[src/rtl/reg_file_seq_pkg.sv]
// Shared definitions for the register-file command sequencer.
//   op_t    : command opcodes carried on cmd_op
//   state_t : sequencer state encoding
package reg_file_seq_pkg;

    typedef enum logic [1:0] {
        OP_READ  = 2'b00,
        OP_WRITE = 2'b01,
        OP_COPY  = 2'b10,   // x <= y
        OP_SWAP  = 2'b11    // x <-> y
    } op_t;

    typedef enum logic [2:0] {
        ST_IDLE  = 3'd0,
        ST_FETCH = 3'd1,
        ST_WR1   = 3'd2,
        ST_WR2   = 3'd3,
        ST_RESP  = 3'd4
    } state_t;

endpackage

[src/rtl/reg_file_seq.sv]
// Command-driven initiator for the register file. Accepts READ / WRITE /
// COPY / SWAP commands on a valid/ready handshake, sequences them into
// register-file port cycles and returns the pre-operation values of both
// addressed registers as a single response.
//   clk, a_reset_l                 : clock, asynchronous active-low reset
//   cmd_valid/cmd_ready            : command handshake
//   cmd_op, cmd_x, cmd_y, cmd_wdata: command fields
//   rsp_valid/rsp_ready            : response handshake
//   rsp_a, rsp_b                   : pre-op values of reg x and reg y
//   busy                           : high whenever not idle
//   rf_a_adr, rf_b_adr, rf_wdata,
//   rf_we                          : register-file master port (all registered)
//   rf_a_dout, rf_b_dout           : register-file read data
module reg_file_seq
    import reg_file_seq_pkg::*;
#(
    parameter int DATA_WL    = 16,
    parameter int REG_ADR_WL = 4,
    parameter int RF_ADR_WL  = 7
) (
    input  logic                  clk,
    input  logic                  a_reset_l,
    input  logic                  cmd_valid,
    output logic                  cmd_ready,
    input  logic [1:0]            cmd_op,
    input  logic [REG_ADR_WL-1:0] cmd_x,
    input  logic [REG_ADR_WL-1:0] cmd_y,
    input  logic [DATA_WL-1:0]    cmd_wdata,
    output logic                  rsp_valid,
    input  logic                  rsp_ready,
    output logic [DATA_WL-1:0]    rsp_a,
    output logic [DATA_WL-1:0]    rsp_b,
    output logic                  busy,
    output logic [RF_ADR_WL-1:0]  rf_a_adr,
    output logic [RF_ADR_WL-1:0]  rf_b_adr,
    output logic [DATA_WL-1:0]    rf_wdata,
    output logic                  rf_we,
    input  logic [DATA_WL-1:0]    rf_a_dout,
    input  logic [DATA_WL-1:0]    rf_b_dout
);
    state_t                  state_q;
    op_t                     op_q;
    logic [REG_ADR_WL-1:0]   x_q, y_q;
    logic [DATA_WL-1:0]      wdata_q;
    logic [DATA_WL-1:0]      old_a_q, old_b_q;
    logic                    rsp_valid_q;
    logic [RF_ADR_WL-1:0]    rf_a_adr_q, rf_b_adr_q;
    logic [DATA_WL-1:0]      rf_wdata_q;
    logic                    rf_we_q;

    function automatic logic [RF_ADR_WL-1:0] zext(input logic [REG_ADR_WL-1:0] idx);
        zext = {{(RF_ADR_WL-REG_ADR_WL){1'b0}}, idx};
    endfunction

    assign cmd_ready = (state_q == ST_IDLE);
    assign busy      = (state_q != ST_IDLE);
    assign rsp_valid = rsp_valid_q;
    assign rsp_a     = old_a_q;
    assign rsp_b     = old_b_q;
    assign rf_a_adr  = rf_a_adr_q;
    assign rf_b_adr  = rf_b_adr_q;
    assign rf_wdata  = rf_wdata_q;
    assign rf_we     = rf_we_q;

    // The rf_* registers are loaded with the values belonging to the state
    // being entered, so they are glitch-free and never see cmd_* directly.
    always_ff @(posedge clk or negedge a_reset_l) begin
        if (!a_reset_l) begin
            state_q     <= ST_IDLE;
            op_q        <= OP_READ;
            x_q         <= '0;
            y_q         <= '0;
            wdata_q     <= '0;
            old_a_q     <= '0;
            old_b_q     <= '0;
            rsp_valid_q <= 1'b0;
            rf_a_adr_q  <= '0;
            rf_b_adr_q  <= '0;
            rf_wdata_q  <= '0;
            rf_we_q     <= 1'b0;
        end else begin
            case (state_q)
                ST_IDLE: begin
                    if (cmd_valid) begin
                        op_q       <= op_t'(cmd_op);
                        x_q        <= cmd_x;
                        y_q        <= cmd_y;
                        wdata_q    <= cmd_wdata;
                        rf_a_adr_q <= zext(cmd_x);
                        rf_b_adr_q <= zext(cmd_y);
                        state_q    <= ST_FETCH;
                    end
                end
                ST_FETCH: begin
                    old_a_q <= rf_a_dout;
                    old_b_q <= rf_b_dout;
                    if (op_q == OP_READ) begin
                        rf_a_adr_q  <= '0;
                        rf_b_adr_q  <= '0;
                        rsp_valid_q <= 1'b1;
                        state_q     <= ST_RESP;
                    end else begin
                        rf_a_adr_q <= zext(x_q);
                        rf_we_q    <= 1'b1;
                        // rf_b_dout is the value being captured into old_b.
                        rf_wdata_q <= (op_q == OP_WRITE) ? wdata_q : rf_b_dout;
                        state_q    <= ST_WR1;
                    end
                end
                ST_WR1: begin
                    if (op_q == OP_SWAP) begin
                        rf_a_adr_q <= zext(y_q);
                        rf_wdata_q <= old_a_q;
                        rf_we_q    <= 1'b1;
                        state_q    <= ST_WR2;
                    end else begin
                        rf_a_adr_q  <= '0;
                        rf_b_adr_q  <= '0;
                        rf_wdata_q  <= '0;
                        rf_we_q     <= 1'b0;
                        rsp_valid_q <= 1'b1;
                        state_q     <= ST_RESP;
                    end
                end
                ST_WR2: begin
                    rf_a_adr_q  <= '0;
                    rf_b_adr_q  <= '0;
                    rf_wdata_q  <= '0;
                    rf_we_q     <= 1'b0;
                    rsp_valid_q <= 1'b1;
                    state_q     <= ST_RESP;
                end
                ST_RESP: begin
                    if (rsp_ready) begin
                        rsp_valid_q <= 1'b0;
                        state_q     <= ST_IDLE;
                    end
                end
                default: begin
                    rf_we_q     <= 1'b0;
                    rsp_valid_q <= 1'b0;
                    state_q     <= ST_IDLE;
                end
            endcase
        end
    end

endmodule

[config.mk]
export PLATFORM = sky130hd
export DESIGN_NAME = reg_file_seq
export DESIGN_NICKNAME = d
export VERILOG_FILES = /design/src/rtl/reg_file_seq_pkg.sv /design/src/rtl/reg_file_seq.sv
export SDC_FILE = /design/constraint.sdc
export NUM_CORES = 1
export LEC_CHECK = 0
export BUFFER_PORTS_ARGS = -buffer_cell sky130_fd_sc_hd__buf_2
export CAP_MARGIN = 20
export CELL_PAD_IN_SITES_DETAIL_PLACEMENT = 0
export CELL_PAD_IN_SITES_GLOBAL_PLACEMENT = 1
export CORE_ASPECT_RATIO = 1.4
export CORE_MARGIN = 4
export CORE_UTILIZATION = 40
export CTS_CLUSTER_SIZE = 40
export DETAILED_ROUTE_END_ITERATION = 10
export PLACE_DENSITY_LB_ADDON = 0.1
export SYNTH_ARGS = -nofsm -noshare
export SYNTH_HDL_FRONTEND = slang
export SYNTH_SLANG_ARGS = --single-unit
[constraint.sdc]
create_clock -name clk -period 3.7 [get_ports clk]
set_input_delay 0.555 -clock clk [delete_from_list [all_inputs] [get_ports clk]]
set_output_delay 0.555 -clock clk [all_outputs]
set_load 0.01 [all_outputs]
---- Yosys cells after proc, flatten, opt, wreduce, memory -nomap -nowiden ----
Index checks and enable logic that the tools add are counted.
operators by class
  eq/ne operators ......................... 11
  shifts and indexed selects .............. 0
  order comparisons ....................... 0
  multipliers ............................. 0
  muxes and demuxes ....................... 24
  add/subtract/negate cells ............... 0
  divide/modulo/power cells ............... 0
  bitwise operators ....................... 2
  reduce and logical (&&, ||, !) cells .... 13
operators with widths
  operator            number
  $pmux 7 s4          2
  $mux 16             3
  $pmux 16 s3         1
  $mux 7              4
  $pmux 3 s5          1
  $mux 3              4
  $ne 2x2->1 const B  5
  $reduce_and 2->1    5
  $mux 4              2
  $reduce_and 4->1    2
  $eq 3x2->1 const B  2
  $reduce_bool 3->1   2
  $mux 1              5
  $pmux 1 s5          1
  $reduce_bool 4->1   1
  $eq 3x1->1 const B  1
  $eq 3x3->1 const B  1
  $logic_not 3->1     1
  $pmux 1 s3          1
  $eq 2x1->1 const B  1
  $eq 2x2->1 const B  1
  $logic_not 2->1     1
  $not 1->1           2
  $reduce_or 2->1     1
word-level totals
  output and inout port bits .............. 66
  RAM bits ................................ 0
  bits in read-only memories .............. 0
  memories kept ........................... 0
  bits in registers ....................... 93
  bits in latches ......................... 0

---- Logic depth before layout (Yosys ltp) ----
  word-level depth ........................ 4
  mapped depth ............................ 7
  gate-level depth less buffers ........... 4

---- Worst setup path before layout ----
OpenSTA, ideal clock, no wires.
  path type ............................... register -> register
  from .................................... register state_q[1]
  to ...................................... register op_q[1]
  arrival ................................. 1.369 ns
  setup time .............................. 0.125 ns
  data required time ...................... 3.575 ns
  stages on the path, launching flop included .. 6
  setup slack ............................. 2.206 ns
  clock period less this slack ............ 1.494 ns
  cell sequence ........................... dfrtp_1 buf_2 nor2_2 and3_4 buf_6 mux2_2
between the ends
  word-level cells in the longest chain between the ends .. 2
ends and longest elaborated chain
  what                        RTL line             source
  start: declaration          reg_file_seq.sv:41   state_t state_q;
  start signal: assignment    reg_file_seq.sv:69   state_q <= ST_IDLE;
  start signal: assignment    reg_file_seq.sv:91   state_q <= ST_FETCH;
  start signal: assignment    reg_file_seq.sv:101  state_q <= ST_RESP;
  $logic_not 3->1             reg_file_seq.sv:82   case (state_q)
  $reduce_and 2->1 (no line)  -
  end signal: assignment      reg_file_seq.sv:85   op_q <= op_t'(cmd_op);
  end: declaration            reg_file_seq.sv:42   op_t op_q;
No other way between the ends.
A chain may end at the register's enable or synchronous reset.

---- Worst setup path in the final report ----
  from .................................... register state_q[2]
  to ...................................... register old_a_q[12] (netlist: rsp_a[12])
between the ends
  word-level cells in the longest chain between the ends .. 1
ends and longest elaborated chain
  what                    RTL line            source
  $eq 3x1->1              reg_file_seq.sv:82
  end signal: assignment  reg_file_seq.sv:95  old_a_q <= rf_a_dout;
  end: declaration        reg_file_seq.sv:45  logic [DATA_WL-1:0] old_a_q, old_b_q;
No other way between the ends.

==> reports/results.txt <==
DIE AREA: 0.0113 sq mm
Critical path's most frequent cell: buf_4
Multi-input combinational cell area: 0.00150 sq mm
HP Class: input pin to asynchronous set/reset pin
Gate power share: 0.381
Via density: 5.10
Layout cell share with drive strength beyond 1: 0.468
Seq pwr share: 0.385
Max Freq: 433 MHz
Fillers: 875
PostCTS Resize Cnt: 0
Postcts setup bufs: 0
Setup CP Type: register to register
Post-Route Skew: 6.60 ps
Ys flop type: dfrtp_1
DRC viols: 0
Clk buf depth: 2
CP max FO: 20
FF/Latch Area: 0.00218 sq mm
Required time of the worst setup path: 3920 ps
Hold-fix buffers at CTS: 0
Slowest cell on crit path: and3_1
Slew Limit Fails: 0
Via count: 2719
Post-synthesis mux area share: 0.210
Placed Area: 0.00448 sq mm
Synth Area in XOR/XNOR: 0
Crit path launch type: register
Clock tree sinks: 87
Post-Syn Area: 0.00387 sq mm
Simple-gate share of the synthesized area: 0.0624
Peak VDD IR: 425 uV
Post-synthesis compound-gate area fraction: 0.108
Cells after synthesis: 302
Fin area: 0.00483 sq mm
I/O Buffers: 121
Asr flop ratio synth: 1.00
First-pass GRT wire length: 15.2 mm
Pwr Density: 941 mW/mm^2
Pre-CTS WS: 1310 ps
Initial antenna violation count: 0
Setup_tns: 0 ps
Power Internal: 3.00 mW
Die Wd: 91.1 microns
Final WS setup: 1390 ps
Routed WL: 9.16 mm
Inserted Diodes: 0
Internal reg-to-reg setup slack: 1390 ps
Synth area leaders: dfrtp_1, mux2_2, mux2i_1, a2bb2oi_1, mux2_1
Gpl congestion: 0.758
CP Capture Type: register
Post-synth EDFFs: 0
Slew @ Worst Pin: 929 ps
CTS root buffer: clkbuf_16
Delay-heaviest family, CP: simple AND/OR/NAND/NOR gates
Post-synth top cells: dfrtp_1, mux2_2, nand2_1
Largest family of logic cells by synthesized area: multiplexers
RSZ-0062 raised after global routing: no
Net switching power: 1.54 mW
Synth Register Bits: 87
Util after Layout: 0.511
Headroom to the max-slew limit: 0.381
Initial Util: 0.409
Final period util: 0.624
Die height: 124 microns
First drt pass iteration count: 4
Row count: 42
Final hold vios: 0
Min Tclk post-route: 2310 ps
GR Overflow Total: 0
Post-Synth Adder-Cell Area: 0
IO Pins: 128
Vias in the first global route: 3018
Clock power share: 0.234
Post-synth top area share: 0.562
CP peak stage delay: 790 ps
Clock slew seen by the registers of the worst setup and hold paths: 60 ps
YS warnings: 0
Power, Total: 4.55 mW
Distinct cells, synth: 35
H-tree depth: 3
Post-DP HPWL: 6.57 mm
Top-count cell post-synth: dfrtp_1
DR iter-0 viols: 89
Core ar.: 0.00946 sq mm
Largest net degree at the start of global routing: 70
Yosys top cell by area: dfrtp_1
Maxcap violations: 0
CTS tree: built
Outcome: complete, no violations
Final setup violation count: 0
Critical path, cell by cell: buf_4 -> inv_1 -> and3_1 -> buf_4 -> mux2_2
Cell leakage power: 2.32 nW
Detail Route Antenna Nets: 0
Sequential cell area fraction in the yosys report: 0.562
Sw frac: 0.340
Buf/Inv on CP: 3
Tot GR Track Use: 0.170
Routed len/inst: 17.2 microns
Area grow syn2layout: 24.8%
Nets: 480
Synthesized area per cell: 12.8 sq um
Worst Path Arrival: 2530 ps
Cts bufs inserted: 9
Clock latency on the worst-skew pair: 330 ps
layout by cell type (no fill, tap or decap), drive strengths merged, types with 5 or more instances in the layout:
master,n
dfrtp,87
a21oi,9
mux2i,16
buf,127
o31ai,5
a2bb2oi,16
conb,6
mux2,58
clkbuf,11
nor2,10
nand2,23
o21ai,26
worst paths after layout:
| path | end | cells after the start | from |
|---|---|---|---|
| max | rsp_a[12] | 5 | state_q[2] |
| min | rsp_b[0] | 1 | a_reset_l |
| max reg2reg | rsp_a[12] | 5 | state_q[2] |
| min reg2reg | rf_wdata[4] | 2 | rf_wdata[4] |
| max in group asynchronous | rsp_b[13] | 2 | a_reset_l |
| min in group clk | rsp_a[4] | 2 | rf_a_dout[4] |
sequential cells by signal, indices dropped and copies added (netlist names):
name	count
op_q	2
rf_we	1
rsp_a	16
y_q	4
state_q	3
rf_wdata	16
rsp_valid	1
x_q	4
rf_a_adr	4
rf_b_adr	4
wdata_q	16
rsp_b	16
layer usage:
metal  global-route usage  up-vias  share of wire
met4               0.0613        0          0.014
li1                     -     1297              -
met1                0.186     1339           0.39
met3               0.0471       11          0.055
met5                    0        -              0
met2                0.310       72           0.54
stage by stage:
step | hold slack (ps) | cells
3_5_place_dp | 466 | 517
5_1_grt | 412 | 533
3_3_place_gp | 459 | 517
2_1_floorplan | 259 | 307
6_report | 336 | 533
4_1_cts | 377 | 533
kinds of logic (layout without fill, tap and decap cells):
group,Yosys count,after routing
muxes,74,74
AOI/OAI and AO/OA,64,64
other,1,6
DFF,87,87
and+or+nand+nor,46,46
buffers and inverters,30,146
power groups by stage:
stage | clock, mW | sequential (mW) | combinational, mW
after global placement | 0 | 1.76 | 1.75
after CTS | 1.09 | 1.76 | 1.78
final | 1.06 | 1.75 | 1.73
after detailed placement | 0 | 1.77 | 1.78
after floorplan | 0 | 1.82 | 1.16
after global routing | 1.13 | 1.82 | 1.93
area by class of cell:
| cell class | instances | area share |
|---|---|---|
| sequential | 87 | 0.451 |
| clock inverter | 5 | 0.0215 |
| timing repair buffer | 127 | 0.135 |
| clock buffer | 11 | 0.0523 |
| inverter | 3 | 0.00233 |
| multi-input combinational | 190 | 0.310 |
| tap | 110 | 0.0285 |
No activity file was read; power rests on OpenSTA's default activity.
